`config.mk`:
```
export PLATFORM = sky130hd
export DESIGN_NAME = vliw_fetch_unit_flat
export DESIGN_NICKNAME = d
export VERILOG_FILES = /design/src/rtl/vliw_fetch_unit_if.sv /design/src/rtl/vliw_fetch_unit.sv /design/src/flat_wrapper.sv
export SDC_FILE = /design/constraint.sdc
export NUM_CORES = 1
export LEC_CHECK = 0
export ABC_CLOCK_PERIOD_IN_PS = 6500
export CAP_MARGIN = 25
export CORE_ASPECT_RATIO = 1.2
export CORE_UTILIZATION = 47
export CTS_BUF_LIST = sky130_fd_sc_hd__clkbuf_16
export DETAILED_ROUTE_END_ITERATION = 8
export PLACE_DENSITY_LB_ADDON = 0.08
export SYNTH_ARGS = -nofsm -noshare
export SYNTH_HDL_FRONTEND = slang
export SYNTH_SLANG_ARGS = --single-unit
```
`constraint.sdc`:
```
create_clock -name clk -period 6.5 [get_ports clk]
set_input_delay 1.3 -clock clk [delete_from_list [all_inputs] [get_ports clk]]
set_output_delay 1.3 -clock clk [all_outputs]
set_load 0.1 [all_outputs]
```
`src/rtl/vliw_fetch_unit_if.sv`:
```
// vliw_fetch_unit_if: bundle-load bus, control strobes and issue outputs
// shared between the fetch unit (slave) and whatever drives it (master).
interface vliw_fetch_unit_if #(
  parameter int AW = 4
);
  logic          load_en;
  logic [AW-1:0] load_addr;
  logic [47:0]   load_data;
  logic          start;
  logic          stall;
  logic [31:0]   instruction;
  logic [7:0]    operand1;
  logic [7:0]    operand2;
  logic          issue_valid;
  logic [AW-1:0] pc;
  logic          busy;
  logic          done;

  modport master (
    output load_en, load_addr, load_data, start, stall,
    input  instruction, operand1, operand2, issue_valid, pc, busy, done
  );

  modport slave (
    input  load_en, load_addr, load_data, start, stall,
    output instruction, operand1, operand2, issue_valid, pc, busy, done
  );
endinterface

```
`src/rtl/vliw_fetch_unit.sv`:
```
// vliw_fetch_unit: walks a small bundle memory and issues one 48-bit bundle
// {instruction, operand1, operand2} per unstalled clock to the processor.
// Execution stops on a bundle whose slot-0 opcode equals HALT_OP, or at the
// end of memory.
// Optional feature macro: FETCH_LOOP_EN -- when defined, issuing the last
// entry wraps pc to 0 and keeps running; otherwise the last entry ends the run.
module vliw_fetch_unit #(
  parameter int         DEPTH   = 16,
  parameter int         AW      = 4,
  parameter logic [7:0] HALT_OP = 8'hFF
) (
  input logic              clk,
  input logic              rst,
  vliw_fetch_unit_if.slave bus
);

  typedef enum logic [1:0] {
    S_IDLE = 2'd0,
    S_RUN  = 2'd1,
    S_DONE = 2'd2
  } state_t;

  // Bundle store; not cleared by reset. Read asynchronously so that an entry
  // written on the start edge is already visible to the first issue.
  logic [47:0] mem [DEPTH];

  state_t        state_reg, state_next;
  logic [AW-1:0] pc_reg, pc_next;
  logic [31:0]   instr_reg, instr_next;
  logic [7:0]    opa_reg, opa_next;
  logic [7:0]    opb_reg, opb_next;
  logic          valid_reg, valid_next;

  logic [47:0]   rd_entry;
  logic          rd_is_halt;
  logic          mem_we;

  assign rd_entry   = mem[pc_reg];
  assign rd_is_halt = (rd_entry[47:40] == HALT_OP);
  // Loading is only allowed while the program is not executing.
  assign mem_we     = bus.load_en && (state_reg != S_RUN);

  // Bundle memory write port.
  always_ff @(posedge clk) begin
    if (mem_we) begin
      mem[bus.load_addr] <= bus.load_data;
    end
  end

  // State, pc and issue output registers.
  always_ff @(posedge clk) begin
    if (rst) begin
      state_reg <= S_IDLE;
      pc_reg    <= '0;
      instr_reg <= '0;
      opa_reg   <= '0;
      opb_reg   <= '0;
      valid_reg <= 1'b0;
    end else begin
      state_reg <= state_next;
      pc_reg    <= pc_next;
      instr_reg <= instr_next;
      opa_reg   <= opa_next;
      opb_reg   <= opb_next;
      valid_reg <= valid_next;
    end
  end

  // Next-state and issue decisions; stall outranks HALT detection.
  always_comb begin
    state_next = state_reg;
    pc_next    = pc_reg;
    instr_next = instr_reg;
    opa_next   = opa_reg;
    opb_next   = opb_reg;
    valid_next = 1'b0;
    case (state_reg)
      S_IDLE, S_DONE: begin
        if (bus.start) begin
          state_next = S_RUN;
          pc_next    = '0;
        end
      end
      S_RUN: begin
        if (!bus.stall) begin
          if (rd_is_halt) begin
            // HALT is never issued; pc keeps pointing at it.
            state_next = S_DONE;
          end else begin
            instr_next = rd_entry[47:16];
            opa_next   = rd_entry[15:8];
            opb_next   = rd_entry[7:0];
            valid_next = 1'b1;
            pc_next    = pc_reg + AW'(1);
`ifndef FETCH_LOOP_EN
            // Last entry issued: finish here, pc has wrapped to 0.
            if (pc_reg == AW'(DEPTH - 1)) begin
              state_next = S_DONE;
            end
`endif
          end
        end
      end
      default: begin
        state_next = S_IDLE;
        pc_next    = '0;
      end
    endcase
  end

  assign bus.instruction = instr_reg;
  assign bus.operand1    = opa_reg;
  assign bus.operand2    = opb_reg;
  assign bus.issue_valid = valid_reg;
  assign bus.pc          = pc_reg;
  assign bus.busy        = (state_reg == S_RUN);
  assign bus.done        = (state_reg == S_DONE);

endmodule

```
`src/flat_wrapper.sv`:
```
// flat-port wrapper written by rule: the top's interface ports become plain ports
module vliw_fetch_unit_flat 
#(
  parameter int         DEPTH   = 16,
  parameter int         AW      = 4,
  parameter logic [7:0] HALT_OP = 8'hFF
)
  (clk, rst, bus_load_en, bus_load_addr, bus_load_data, bus_start, bus_stall, bus_instruction, bus_operand1, bus_operand2, bus_issue_valid, bus_pc, bus_busy, bus_done);
  vliw_fetch_unit_if #(.AW(AW)) bus_i ();
  input logic clk;
  input logic rst;
  input wire logic [$bits(bus_i.load_en)-1:0] bus_load_en;
  input wire logic [$bits(bus_i.load_addr)-1:0] bus_load_addr;
  input wire logic [$bits(bus_i.load_data)-1:0] bus_load_data;
  input wire logic [$bits(bus_i.start)-1:0] bus_start;
  input wire logic [$bits(bus_i.stall)-1:0] bus_stall;
  output wire logic [$bits(bus_i.instruction)-1:0] bus_instruction;
  output wire logic [$bits(bus_i.operand1)-1:0] bus_operand1;
  output wire logic [$bits(bus_i.operand2)-1:0] bus_operand2;
  output wire logic [$bits(bus_i.issue_valid)-1:0] bus_issue_valid;
  output wire logic [$bits(bus_i.pc)-1:0] bus_pc;
  output wire logic [$bits(bus_i.busy)-1:0] bus_busy;
  output wire logic [$bits(bus_i.done)-1:0] bus_done;
  assign bus_i.load_en = bus_load_en;
  assign bus_i.load_addr = bus_load_addr;
  assign bus_i.load_data = bus_load_data;
  assign bus_i.start = bus_start;
  assign bus_i.stall = bus_stall;
  assign bus_instruction = bus_i.instruction;
  assign bus_operand1 = bus_i.operand1;
  assign bus_operand2 = bus_i.operand2;
  assign bus_issue_valid = bus_i.issue_valid;
  assign bus_pc = bus_i.pc;
  assign bus_busy = bus_i.busy;
  assign bus_done = bus_i.done;
  vliw_fetch_unit #(.DEPTH(DEPTH), .AW(AW), .HALT_OP(HALT_OP)) u_core (.clk(clk), .rst(rst), .bus(bus_i));
endmodule
```
==> impl_results.rst <==
.. list-table::
   :header-rows: 1

   * - Metric
     - Value
   * - Cell row count
     - 102
   * - Ant diodes
     - 0
   * - Number of global-route vias before repair
     - ~15,000
   * - Count of placed standard cells in the final layout, fillers left out
     - 2,401
   * - CTS hold repair buffers
     - 0
   * - Status
     - complete, no violations
   * - Category of the critical setup timing path
     - reg2reg
   * - Met2 usage in global routing
     - between 30 and 40%
   * - Via count
     - 14,200
   * - Data arrival time of the critical path
     - 4.28 ns
   * - Initial DRC count
     - 1,226
   * - Data required time at the worst endpoint
     - roughly 7 ns
   * - Pwr/cell area
     - between 300 and 400 nW/um^2
   * - Nets in the synthesized netlist
     - 1,396
   * - IO Count
     - approximately 110
   * - RD Place Congestion
     - 0.754
   * - Final Net Count
     - about 1,600
   * - Global route total overflow
     - 0
   * - Min Tclk post-route
     - 3.81 ns
   * - Max-capacitance violation count
     - 0
   * - Register with the most flip-flops
     - u_core.mem
   * - Clock-pin slew on the worst setup and hold paths
     - 0.06 ns
   * - Cell area after synthesis
     - 31,100 um^2
   * - TritonCTS clock tree
     - yes
   * - Maximum level of the CTS H-tree
     - 3
   * - Syn. warnings
     - 0
   * - Area growth from synthesis to final layout
     - 15.6%
   * - Highest-utilization routing layer at the global route stage
     - met2
   * - Number of setup buffers added after CTS
     - 0
   * - Antenna-violating nets left
     - 0
   * - Kind of path behind the tightest hold check
     - reg2reg
   * - Fraction of layout instances using a drive strength above 1
     - 24.9%
   * - Largest driver fanout on the critical path
     - 42
   * - Routed wire length
     - about 68,000 um
   * - Die Ht
     - 284 um
   * - Largest voltage drop on the vdd net
     - 0.000209 V
   * - Final setup violation count
     - 0
   * - Port-buffer cells
     - 111
   * - CP Launch Type
     - register
   * - Gr usage total
     - 20.7%
   * - First drt pass iteration count
     - 5
   * - Insertion delay to the later sink of the worst-skew pair
     - 0.62 ns
   * - Worst slew margin relative to its limit
     - 29.8%
   * - Sequential fraction of the synthesis area
     - about four fifths
   * - Avg Cell Area, Syn
     - about 23 um^2
   * - Maximum count of clock buffers along a single path
     - 3
   * - Core area
     - 65,000 um^2
   * - Standby leakage power
     - 11.0 nW
   * - Wire length of the first global-routing pass
     - 100,000 um
   * - Die outline area
     - 67,200 um^2
   * - Setup Skew
     - 0.0180 ns
   * - Most frequent cells in the layout
     - sky130_fd_sc_hd__edfxtp_1 (768), sky130_fd_sc_hd__mux4_2 (224), sky130_fd_sc_hd__clkdlybuf4s50_1 (110), sky130_fd_sc_hd__clkbuf_16 (85), sky130_fd_sc_hd__nor2_1 (60)
   * - Slew Viols, Final
     - 0
   * - Root Driver
     - sky130_fd_sc_hd__clkbuf_16
   * - Post-CTS Resized
     - 0
   * - Source of the worst hold timing path
     - u_core.bus.operand1[2]$_SDFFE_PP0P_
   * - Wire per inst
     - about 28 um
   * - DR DRC count
     - 0
   * - Sink Count
     - 827
   * - Final setup TNS
     - 0 ns
   * - Count of endpoints failing hold in the final timing report
     - 0
   * - Largest area contributor in the synthesized netlist
     - sky130_fd_sc_hd__edfxtp_1
   * - HPWL after detailed placement
     - a little under 40,000 um
   * - Slew at the pin closest to its max-slew limit
     - 1.05 ns
   * - RSZ-0062 raised after global routing
     - no
   * - Kind of end point of the critical path
     - register
   * - Met3 track demand over resource
     - 2.77%
   * - Number of vias per cell after detailed routing
     - roughly 6
   * - Number of instances in the synthesized netlist
     - 1,338
   * - Library cells used by synthesis
     - roughly 40
   * - Cell types with the largest area share after synthesis
     - sky130_fd_sc_hd__edfxtp_1 (74%), sky130_fd_sc_hd__mux4_2 (16%), sky130_fd_sc_hd__dfxtp_1 (3.8%)
   * - Inst Count DP
     - 2,251
   * - Maximum number of pins on one net before global-route repair
     - 108
   * - Count of state elements after synthesis
     - ~830
   * - Yosys top cell area share
     - 74.2%
   * - Leading cell type in the layout, fill and taps excluded
     - sky130_fd_sc_hd__edfxtp_1
   * - Highest attainable clock frequency
     - 262 MHz
   * - Global routing usage on met1
     - between 30% and 40%
   * - X dimension of the die
     - 237 um
   * - Post-route clock period utilization
     - 58.6%
   * - Number of flip-flops in the largest register
     - 768
   * - Initial antenna violation count
     - 0
   * - Starting density of the core
     - a little under half
   * - Number of buffers created by CTS
     - 82
layer usage:
metal  vias to the layer above  wire length, um  share of wire [%]
met2                       384            32600                 48
met3                        81             3180                4.7
li1                       6005                -                  -
met4                         0             1170                1.7
met1                      7717            30600                 45
met5                         -                0                  0
cell usage after synthesis:
master	n
sky130_fd_sc_hd__inv_1	3
sky130_fd_sc_hd__ha_1	1
sky130_fd_sc_hd__edfxtp_1	768
sky130_fd_sc_hd__nand3b_1	3
sky130_fd_sc_hd__a41o_1	1
sky130_fd_sc_hd__o31ai_1	1
sky130_fd_sc_hd__a21o_1	1
sky130_fd_sc_hd__buf_4	7
sky130_fd_sc_hd__a22oi_1	10
sky130_fd_sc_hd__mux4_2	224
sky130_fd_sc_hd__nor3_1	7
sky130_fd_sc_hd__clkinv_1	1
sky130_fd_sc_hd__clkbuf_1	34
sky130_fd_sc_hd__nand4_1	2
sky130_fd_sc_hd__mux2_2	4
sky130_fd_sc_hd__nand2b_1	4
sky130_fd_sc_hd__o21bai_1	2
sky130_fd_sc_hd__or3_1	1
sky130_fd_sc_hd__and2_1	1
sky130_fd_sc_hd__and4_1	2
sky130_fd_sc_hd__nand3_1	2
sky130_fd_sc_hd__a22oi_2	1
sky130_fd_sc_hd__a221oi_1	6
sky130_fd_sc_hd__a41oi_2	1
sky130_fd_sc_hd__dfxtp_1	59
sky130_fd_sc_hd__buf_6	3
sky130_fd_sc_hd__nor3b_1	2
sky130_fd_sc_hd__nand2_1	14
sky130_fd_sc_hd__nor2_1	72
sky130_fd_sc_hd__a32o_1	1
sky130_fd_sc_hd__o21ai_0	3
sky130_fd_sc_hd__o2bb2ai_1	2
sky130_fd_sc_hd__a211oi_1	2
sky130_fd_sc_hd__mux2i_1	58
sky130_fd_sc_hd__a21oi_1	2
sky130_fd_sc_hd__nor2b_1	4
sky130_fd_sc_hd__o21a_1	2
sky130_fd_sc_hd__and3_1	2
sky130_fd_sc_hd__a31oi_1	2
sky130_fd_sc_hd__buf_2	21
sky130_fd_sc_hd__o221ai_1	2
through the flow:
stage                     worst slack [ns]  power, mW  utilization (%)  hold WS (ns)  cell area [um^2]
final                                 2.69       11.0             55.3         0.491             35900
after global routing                  2.33       11.3             55.3         0.527             35900
after CTS                             2.60       11.1             55.3         0.496             35900
after detailed placement              2.36       6.70             51.5         0.482             33400
after global placement                2.34       6.68             51.2         0.473             33300
after floorplan                      0.973       6.45                -         0.475             31100
power breakdown:
group	switching (mW)	internal, mW
clock network	1.92	2.48
logic	0.405	0.244
registers	0.0348	5.89
total	2.36	8.61
final cells by class:
cell class	count	area (um^2)
Tap cell	832	1040
Multi-Input combinational cell	442	6620
Sequential cell	827	24300
Timing Repair Buffer	147	1520
Clock buffer	85	2130
Clock inverter	64	354
Fill cell	4839	29000
Inverter	4	16.3
cells by family after synthesis:
family                   after synthesis  synth area share [%]
AND/OR/NAND/NOR                      116                  1.64
adder cells (fa/ha/maj)                1                0.0403
AO/OA/AOI/OAI                         39                 0.994
flip-flops                           827                  78.0
buffers and inverters                 69                  1.07
multiplexers                         286                  18.2
final timing paths:
path	end	slack (ns)	cells past startpoint
min reg2reg	u_core.bus.operand1[2]$_SDFFE_PP0P_	0.49	2
max	u_core.bus.instruction[1]$_SDFFE_PP0P_	2.69	8
min	u_core.bus.operand1[2]$_SDFFE_PP0P_	0.49	2
max reg2reg	u_core.bus.instruction[1]$_SDFFE_PP0P_	2.69	8
critical path, cell delays in order, from the launching register on:
cell	delay (ns)
sky130_fd_sc_hd__dfxtp_4	0.91
sky130_fd_sc_hd__buf_4	0.64
sky130_fd_sc_hd__mux4_2	0.61
sky130_fd_sc_hd__a22oi_1	0.27
sky130_fd_sc_hd__a22oi_2	0.17
sky130_fd_sc_hd__a41oi_4	0.16
sky130_fd_sc_hd__buf_4	0.46
sky130_fd_sc_hd__mux2i_1	0.26
sky130_fd_sc_hd__nor2_1	0.05
Note: power is estimated with default switching activity, not from simulation.
